$ cat src/rtl/cam_pkg.sv
// cam_pkg: shared types, widths and RGB565->RGB444 conversion for the camera capture front-end
package cam_pkg;
  localparam int X_W = 10;
  localparam int Y_W = 9;
  typedef enum logic [1:0] {WAIT_FRAME, WAIT_LINE, BYTE_LO} cap_state_e;
  typedef struct packed {
    logic [3:0] r;
    logic [3:0] g;
    logic [3:0] b;
  } rgb444_t;
  function automatic rgb444_t rgb565_to_444(input logic [15:0] p);
    rgb565_to_444 = {p[15:12], p[10:7], p[4:1]};
  endfunction
endpackage

$ cat src/rtl/cam_sync_bit.sv
// cam_sync_bit: STAGES-deep W-bit synchronizer chain (clk_i, async active-low rst_n_i, d in, q out)
module cam_sync_bit #(
  parameter int STAGES = 2,
  parameter int W = 1
) (
  input  logic         clk_i,
  input  logic         rst_n_i,
  input  logic [W-1:0] d,
  output logic [W-1:0] q
);
  logic [STAGES-1:0][W-1:0] chain;
  always_ff @(posedge clk_i or negedge rst_n_i)
    if (!rst_n_i) chain <= '0;
    else chain <= {chain[STAGES-2:0], d};
  assign q = chain[STAGES-1];
endmodule

$ cat src/rtl/cam_pixel_capture.sv
// cam_pixel_capture: oversampled OV7670 bus (pclk/href/vsync/data in) -> RGB444 pixel strobes with sof/line/frame markers, x/y, frame count, sticky err
module cam_pixel_capture
  import cam_pkg::*;
#(
  parameter int H_ACTIVE = 640,
  parameter int V_ACTIVE = 480,
  parameter int SYNC_STAGES = 2
) (
  input  logic           clk_i,
  input  logic           rst_n_i,
  input  logic           capture_en_i,
  input  logic           pclk_i,
  input  logic           href_i,
  input  logic           vsync_i,
  input  logic [7:0]     data_i,
  output logic           pix_valid_o,
  output logic [11:0]    pix_data_o,
  output logic           pix_sof_o,
  output logic           line_end_o,
  output logic           frame_done_o,
  output logic [X_W-1:0] x_o,
  output logic [Y_W-1:0] y_o,
  output logic [7:0]     frame_cnt_o,
  output logic           err_o
);
  logic p_s, h_s, v_s;
  logic [7:0] d_s;
  cam_sync_bit #(.STAGES(SYNC_STAGES), .W(1)) u_pclk  (.clk_i, .rst_n_i, .d(pclk_i),  .q(p_s));
  cam_sync_bit #(.STAGES(SYNC_STAGES), .W(1)) u_href  (.clk_i, .rst_n_i, .d(href_i),  .q(h_s));
  cam_sync_bit #(.STAGES(SYNC_STAGES), .W(1)) u_vsync (.clk_i, .rst_n_i, .d(vsync_i), .q(v_s));
  cam_sync_bit #(.STAGES(SYNC_STAGES), .W(8)) u_data  (.clk_i, .rst_n_i, .d(data_i),  .q(d_s));
  logic p_l, h_l, v_l, prise_q, hfall_q, vrise_q, vfall_q, href_q;
  logic [7:0] data_q, hi_q;
  always_ff @(posedge clk_i or negedge rst_n_i)
    if (!rst_n_i) begin
      {p_l, h_l, v_l, prise_q, hfall_q, vrise_q, vfall_q, href_q} <= '0;
      data_q <= '0;
    end else begin
      p_l <= p_s;
      h_l <= h_s;
      v_l <= v_s;
      prise_q <= p_s & ~p_l;
      hfall_q <= ~h_s & h_l;
      vrise_q <= v_s & ~v_l;
      vfall_q <= ~v_s & v_l;
      href_q <= h_s;
      data_q <= d_s;
    end
  cap_state_e state, state_n;
  logic start, latch_hi, pix_try, pix_ok, lend, fdone, odd;
  logic [X_W-1:0] x_cnt;
  logic [Y_W-1:0] y_cnt;
  logic line_pix, sof_pend;
  // vsync rise outranks any same-cycle line event, but the line end is still reported
  always_comb begin
    state_n = state;
    start = 1'b0;
    latch_hi = 1'b0;
    pix_try = 1'b0;
    lend = 1'b0;
    fdone = 1'b0;
    odd = 1'b0;
    if (!capture_en_i) state_n = WAIT_FRAME;
    else if (vrise_q) begin
      state_n = WAIT_FRAME;
      fdone = state != WAIT_FRAME;
      lend = hfall_q && state != WAIT_FRAME;
    end else
      case (state)
        WAIT_FRAME: if (vfall_q) begin
          state_n = WAIT_LINE;
          start = 1'b1;
        end
        WAIT_LINE: if (hfall_q) lend = 1'b1;
          else if (prise_q && href_q) begin
            latch_hi = 1'b1;
            state_n = BYTE_LO;
          end
        BYTE_LO: if (hfall_q) begin
            lend = 1'b1;
            odd = 1'b1;
            state_n = WAIT_LINE;
          end else if (prise_q && href_q) begin
            pix_try = 1'b1;
            state_n = WAIT_LINE;
          end
        default: state_n = WAIT_FRAME;
      endcase
  end
  assign pix_ok = pix_try && x_cnt != X_W'(H_ACTIVE) && y_cnt != Y_W'(V_ACTIVE);
  always_ff @(posedge clk_i or negedge rst_n_i)
    if (!rst_n_i) state <= WAIT_FRAME;
    else state <= state_n;
  always_ff @(posedge clk_i or negedge rst_n_i)
    if (!rst_n_i) begin
      {pix_valid_o, pix_sof_o, line_end_o, frame_done_o, err_o, line_pix, sof_pend} <= '0;
      pix_data_o <= '0;
      x_o <= '0;
      y_o <= '0;
      frame_cnt_o <= '0;
      hi_q <= '0;
      x_cnt <= '0;
      y_cnt <= '0;
    end else begin
      pix_valid_o <= pix_ok;
      pix_sof_o <= pix_ok & sof_pend;
      line_end_o <= lend;
      frame_done_o <= fdone;
      if (latch_hi) hi_q <= data_q;
      if (pix_ok) begin
        pix_data_o <= rgb565_to_444({hi_q, data_q});
        x_o <= x_cnt;
        y_o <= y_cnt;
        x_cnt <= x_cnt + X_W'(1);
        line_pix <= 1'b1;
        sof_pend <= 1'b0;
      end
      if (start) begin
        x_cnt <= '0;
        y_cnt <= '0;
        line_pix <= 1'b0;
        sof_pend <= 1'b1;
      end
      if (lend) begin
        x_cnt <= '0;
        line_pix <= 1'b0;
        if (line_pix && y_cnt != Y_W'(V_ACTIVE)) y_cnt <= y_cnt + Y_W'(1);
      end
      if (fdone) begin
        frame_cnt_o <= frame_cnt_o + 8'd1;
        y_cnt <= '0;
      end
      if (odd || (pix_try && !pix_ok)) err_o <= 1'b1;
    end
endmodule

$ cat config.mk
export PLATFORM = sky130hd
export DESIGN_NAME = cam_pixel_capture
export DESIGN_NICKNAME = d
export VERILOG_FILES = /design/src/rtl/cam_pkg.sv /design/src/rtl/cam_sync_bit.sv /design/src/rtl/cam_pixel_capture.sv
export SDC_FILE = /design/constraint.sdc
export NUM_CORES = 1
export LEC_CHECK = 0
export ABC_AREA = 1
export BUFFER_PORTS_ARGS = -buffer_cell sky130_fd_sc_hd__buf_2
export CAP_MARGIN = 0
export CORE_MARGIN = 2
export CORE_UTILIZATION = 49
export CTS_BUF_LIST = sky130_fd_sc_hd__clkbuf_8
export DETAILED_ROUTE_END_ITERATION = 10
export PLACE_DENSITY_LB_ADDON = 0.2
export SLEW_MARGIN = 20
export SYNTH_ARGS = -nofsm -noshare
export SYNTH_HDL_FRONTEND = slang
export SYNTH_HIERARCHICAL = 1
export SYNTH_SLANG_ARGS = --single-unit
$ cat constraint.sdc
create_clock -name clk_i -period 1.6 [get_ports clk_i]
set_input_delay 0 -clock clk_i [delete_from_list [all_inputs] [get_ports clk_i]]
set_output_delay 0 -clock clk_i [all_outputs]
set_load 0.02 [all_outputs]
==> tab_implementation.tex <==
\begin{tabular}{lr}
\hline
Metric & Value \\
\hline
\multicolumn{2}{l}{\textbf{Final layout}} \\
\quad Count of filler cells inserted in the layout & 673 \\
\quad Sequential cell area & 2780 µm² \\
\quad Share of layout cells above drive strength 1 & 0.313 \\
\quad Multi-input logic area & 1620 µm² \\
\quad Number of diodes added for antenna fixing & 0 \\
\quad Growth of design area from synthesis to finish & 28.6\% \\
\quad Post-layout utilization of the core & 0.655 \\
\quad Final Net Count & 586 \\
\quad Cell Count, Final, Fillers Out & 677 \\
\multicolumn{2}{l}{\textbf{Yosys}} \\
\quad Count of cell types in the netlist & 29 \\
\quad Synth cell count leaders & nand2\_1 (128), dfrtp\_1 (111), inv\_1 (40), nand3\_1 (34), nor2\_1 (30) \\
\quad Asr flop ratio synth & 1.00 \\
\quad Number of flops mapped to enable cells by yosys & 0 \\
\quad Post-synthesis cell count & 461 \\
\quad Fraction of the yosys area taken by sequential cells & 0.619 \\
\quad Proportion of netlist area held by the largest area contributor & 0.619 \\
\quad Area contributors post-synth & dfrtp\_1 (62\%), nand2\_1 (11\%), nand3\_1 (3.8\%) \\
\quad Synth Net Count & 483 \\
\quad Area leader, netlist & dfrtp\_1 \\
\quad Number of register bits inferred by synthesis & 111 \\
\quad Post-synthesis average cell area & 9.73 µm² \\
\quad Netlist area before placement & 4490 µm² \\
\quad Most used DFF post-synth & dfrtp\_1 \\
\quad Total of warnings raised by yosys & 6 \\
\quad Most numerous cell in the Yosys netlist & nand2\_1 \\
\multicolumn{2}{l}{\textbf{Power}} \\
\quad Net switching power & 1.88 mW \\
\quad Switching power as a share of total power & 0.312 \\
\quad Maximum resistive drop on vdd & 0.668 mV \\
\quad Power density normalized to cell area & 1040 nW/µm² \\
\quad Portion of total power attributed to sequential cells & 0.539 \\
\quad Design internal power & 4.13 mW \\
\quad Clock Power Share & 0.286 \\
\quad Leakage component of the power & 2.92 nW \\
\quad Relative contribution of combinational cells to total power & 0.176 \\
\multicolumn{2}{l}{\textbf{Clocking}} \\
\quad Total clock buffers created by CTS & 9 \\
\quad CTS tree & done \\
\quad Sinks on the clock net & 111 \\
\quad Clock tree root buffer cell & clkbuf\_8 \\
\quad Number of buffers on the longest clock path & 2 \\
\quad H-tree levels & 3 \\
\quad Clock-pin slew of the registers on the worst-case setup and hold paths & 0.11 ns \\
\quad Clock insertion delay at the later pin of the skew report & 0.38 ns \\
\multicolumn{2}{l}{\textbf{Timing}} \\
\quad Final hold violation count & 0 \\
\quad Peak clock frequency supported by timing & 621 MHz \\
\quad TNS Setup & -0.00934 ns \\
\quad Final critical-path setup slack & -0.00934 ns \\
\quad RSZ-0062 raised after global routing & true \\
\quad Worst clock skew & 0.0131 ns \\
\quad Worst-case headroom to the max-slew limit & 0.744 \\
\quad Number of setup violations in the final report & 1 \\
\quad Final max-slew violation count & 0 \\
\quad Tightest Pin Transition & 0.384 ns \\
\quad Min Tclk post-route & 1.61 ns \\
\quad Period utilisation layout & 1.01 \\
\quad Hold Worst Slack & 0.0561 ns \\
\multicolumn{2}{l}{\textbf{Worst hold path}} \\
\quad Tightest Hold Check Type & in -> reg \\
\quad Instance count along the most critical hold path & 4 \\
\multicolumn{2}{l}{\textbf{Placed design}} \\
\quad Post-DP HPWL & 5.61 mm \\
\quad Worst setup timing slack at the placement stage & -0.0480 ns \\
\quad Routability-driven placement congestion ratio & 0.858 \\
\quad PortBufs & 57 \\
\quad Placed cells & 625 \\
\multicolumn{2}{l}{\textbf{Floorplan}} \\
\quad Starting density of the core & 0.510 \\
\quad Width of the die & 99.7 µm \\
\quad Number of standard-cell rows in the floorplan & 34 \\
\quad Core ar. & 8810 µm² \\
\quad Boundary pin count & 58 \\
\quad Die Y & 99.7 µm \\
\quad Die Area & 9940 µm² \\
\multicolumn{2}{l}{\textbf{Outcome}} \\
\quad Run status & finished with violations \\
\quad Violated checks & setup timing \\
\multicolumn{2}{l}{\textbf{GRT}} \\
\quad Total congestion overflow & 0 \\
\quad First-pass GRT wire length & 14.1 mm \\
\quad Maximum number of pins on one net before global-route repair & 57 \\
\quad Antenna violations before repair & 0 \\
\quad Via count of the first global-routing pass & 3068 \\
\quad Total routing usage reported by global routing & 0.178 \\
\multicolumn{2}{l}{\textbf{Route}} \\
\quad Via Count & 3471 \\
\quad Iteration-0 DRC Markers & 149 \\
\quad Total length of routed wires & 9.83 mm \\
\quad Post-route DRC violation count & 0 \\
\quad Mean routed wirelength per cell & 14.5 µm \\
\quad DRT Pass-1 Iters & 4 \\
\quad Remaining antenna violation count & 0 \\
\quad Post-DR vias/cell & 5.13 \\
\multicolumn{2}{l}{\textbf{Critical path}} \\
\quad Buffers plus inverters on the worst setup path & 2 \\
\quad Worst Path Class, Setup & reg -> reg \\
\quad Kind of end point of the critical path & register \\
\quad Max incr delay on CP & 0.43 ns \\
\quad Critical path's top delay family & simple AND/OR/NAND/NOR gates \\
\quad Startpoint Class & register \\
\quad Required @ worst endpoint & 1.86 ns \\
\quad Number of logic stages on the critical path including buffering & 10 \\
\quad Library cell contributing the largest single delay on the critical path & dfrtp\_1 \\
\quad Top fanout value on the critical path & 7 \\
\quad Cells along the critical path & inv\_2, ha\_4, nand2\_2, nor2\_2, nand3\_2, nand3\_4, buf\_12, nand2\_4, nand2\_1, o21ai\_1 \\
\quad Arrival time worst endpoint & 1.87 ns \\
\quad Worst Reg-to-Reg Cells & 10 \\
\multicolumn{2}{l}{\textbf{Run}} \\
\quad \# Max-Cap Violations & 0 \\
\hline
\end{tabular}
-- sequential cells by signal, indices dropped and copies added (netlist names), 2 cells and up --
register and flops:
data_q 8, frame_cnt_o 8, hi_q 7, pix_data_o 12, state 2, u_data/chain 8
u_data/q 8, x_cnt 10, x_o 10, y_cnt 9, y_o 9
-- tightest hold or removal path, cell delays in order --
cell	delay, ns
buf_2	0.15
nand3_4	0.12
nand3_1	0.08
nand2_1	0.06
-- layout by cell type (no fill, tap or decap), types with 9 or more instances in the layout --
| master | count |
|---|---|
| nand2_1 | 110 |
| dfrtp_1 | 109 |
| buf_2 | 57 |
| inv_1 | 31 |
| nand3_1 | 30 |
| buf_4 | 28 |
| nor2_1 | 25 |
| o21ai_1 | 23 |
| nand2_2 | 19 |
| o21ai_0 | 16 |
| dlygate4sd3_1 | 12 |
| inv_2 | 9 |
| clkbuf_8 | 9 |
-- timing repair --
| action | CTS | global route |
|---|---|---|
| hold endpoints to repair | 122 | 0 |
| gates resized for setup | 7 | 62 |
| cloned | 0 | 9 |
| setup buffers | 1 | 15 |
| pin swaps | 1 | 16 |
| setup endpoints to repair | 16 | 51 |
| hold buffers | 12 | 0 |
-- cell families (layout without fill, tap and decap cells) --
group	count (synthesis)	after routing	share of synthesized area
XOR/XNOR	9	9	0.0176
adder cells (fa/ha/maj)	8	8	0.0223
AO/OA/AOI/OAI	52	52	0.0611
flip-flops	111	111	0.619
AND/OR/NAND/NOR	217	220	0.212
buffers and inverters	64	169	0.0675
-- power groups by stage --
stage | logic (mW) | registers [mW] | clock network, mW
detailed placement | 0.839 | 3.27 | 0
global placement | 0.811 | 3.26 | 0
global route | 1.18 | 3.27 | 1.88
CTS | 0.875 | 3.22 | 1.76
floorplan | 0.408 | 3.36 | 0
finish | 1.06 | 3.24 | 1.72
-- layer usage --
| layer | vias to the layer above | GRT usage | wire length (µm) |
|---|---|---|---|
| met3 | 23 | 0.0358 | 487 |
| li1 | 1664 | - | - |
| met5 | - | 0 | 0 |
| met2 | 122 | 0.287 | 4990 |
| met1 | 1662 | 0.249 | 4130 |
| met4 | 0 | 0.0474 | 220 |
-- final cells by class --
type	instances	share of cell area
multi-input combinational	289	0.281
tap	108	0.0234
clock inverter	7	0.0150
sequential	111	0.482
inverter	42	0.0299
timing repair buffer	110	0.145
timing repair inverter	1	0.00152
clock buffer	9	0.0215
-- per-stage QoR --
stage | instance area (µm²) | power (mW)
detailed placement | 4960 | 4.11
global route | 5770 | 6.33
floorplan | 4490 | 3.76
CTS | 5330 | 5.85
global placement | 4960 | 4.07
finish | 5770 | 6.01
-- worst paths after layout --
check | startpoint | to | slack [ns]
max | x_cnt[1] | x_cnt[0] | -0.009
min | capture_en_i | x_cnt[9] | 0.06
max reg2reg | x_cnt[1] | x_cnt[0] | -0.009
min reg2reg | u_data/q[5] | data_q[5] | 0.36
max in group asynchronous | rst_n_i | y_cnt[8] | 0.85
min in group asynchronous | rst_n_i | x_o[5] | 0.08
(Power assumes the default switching activity.)
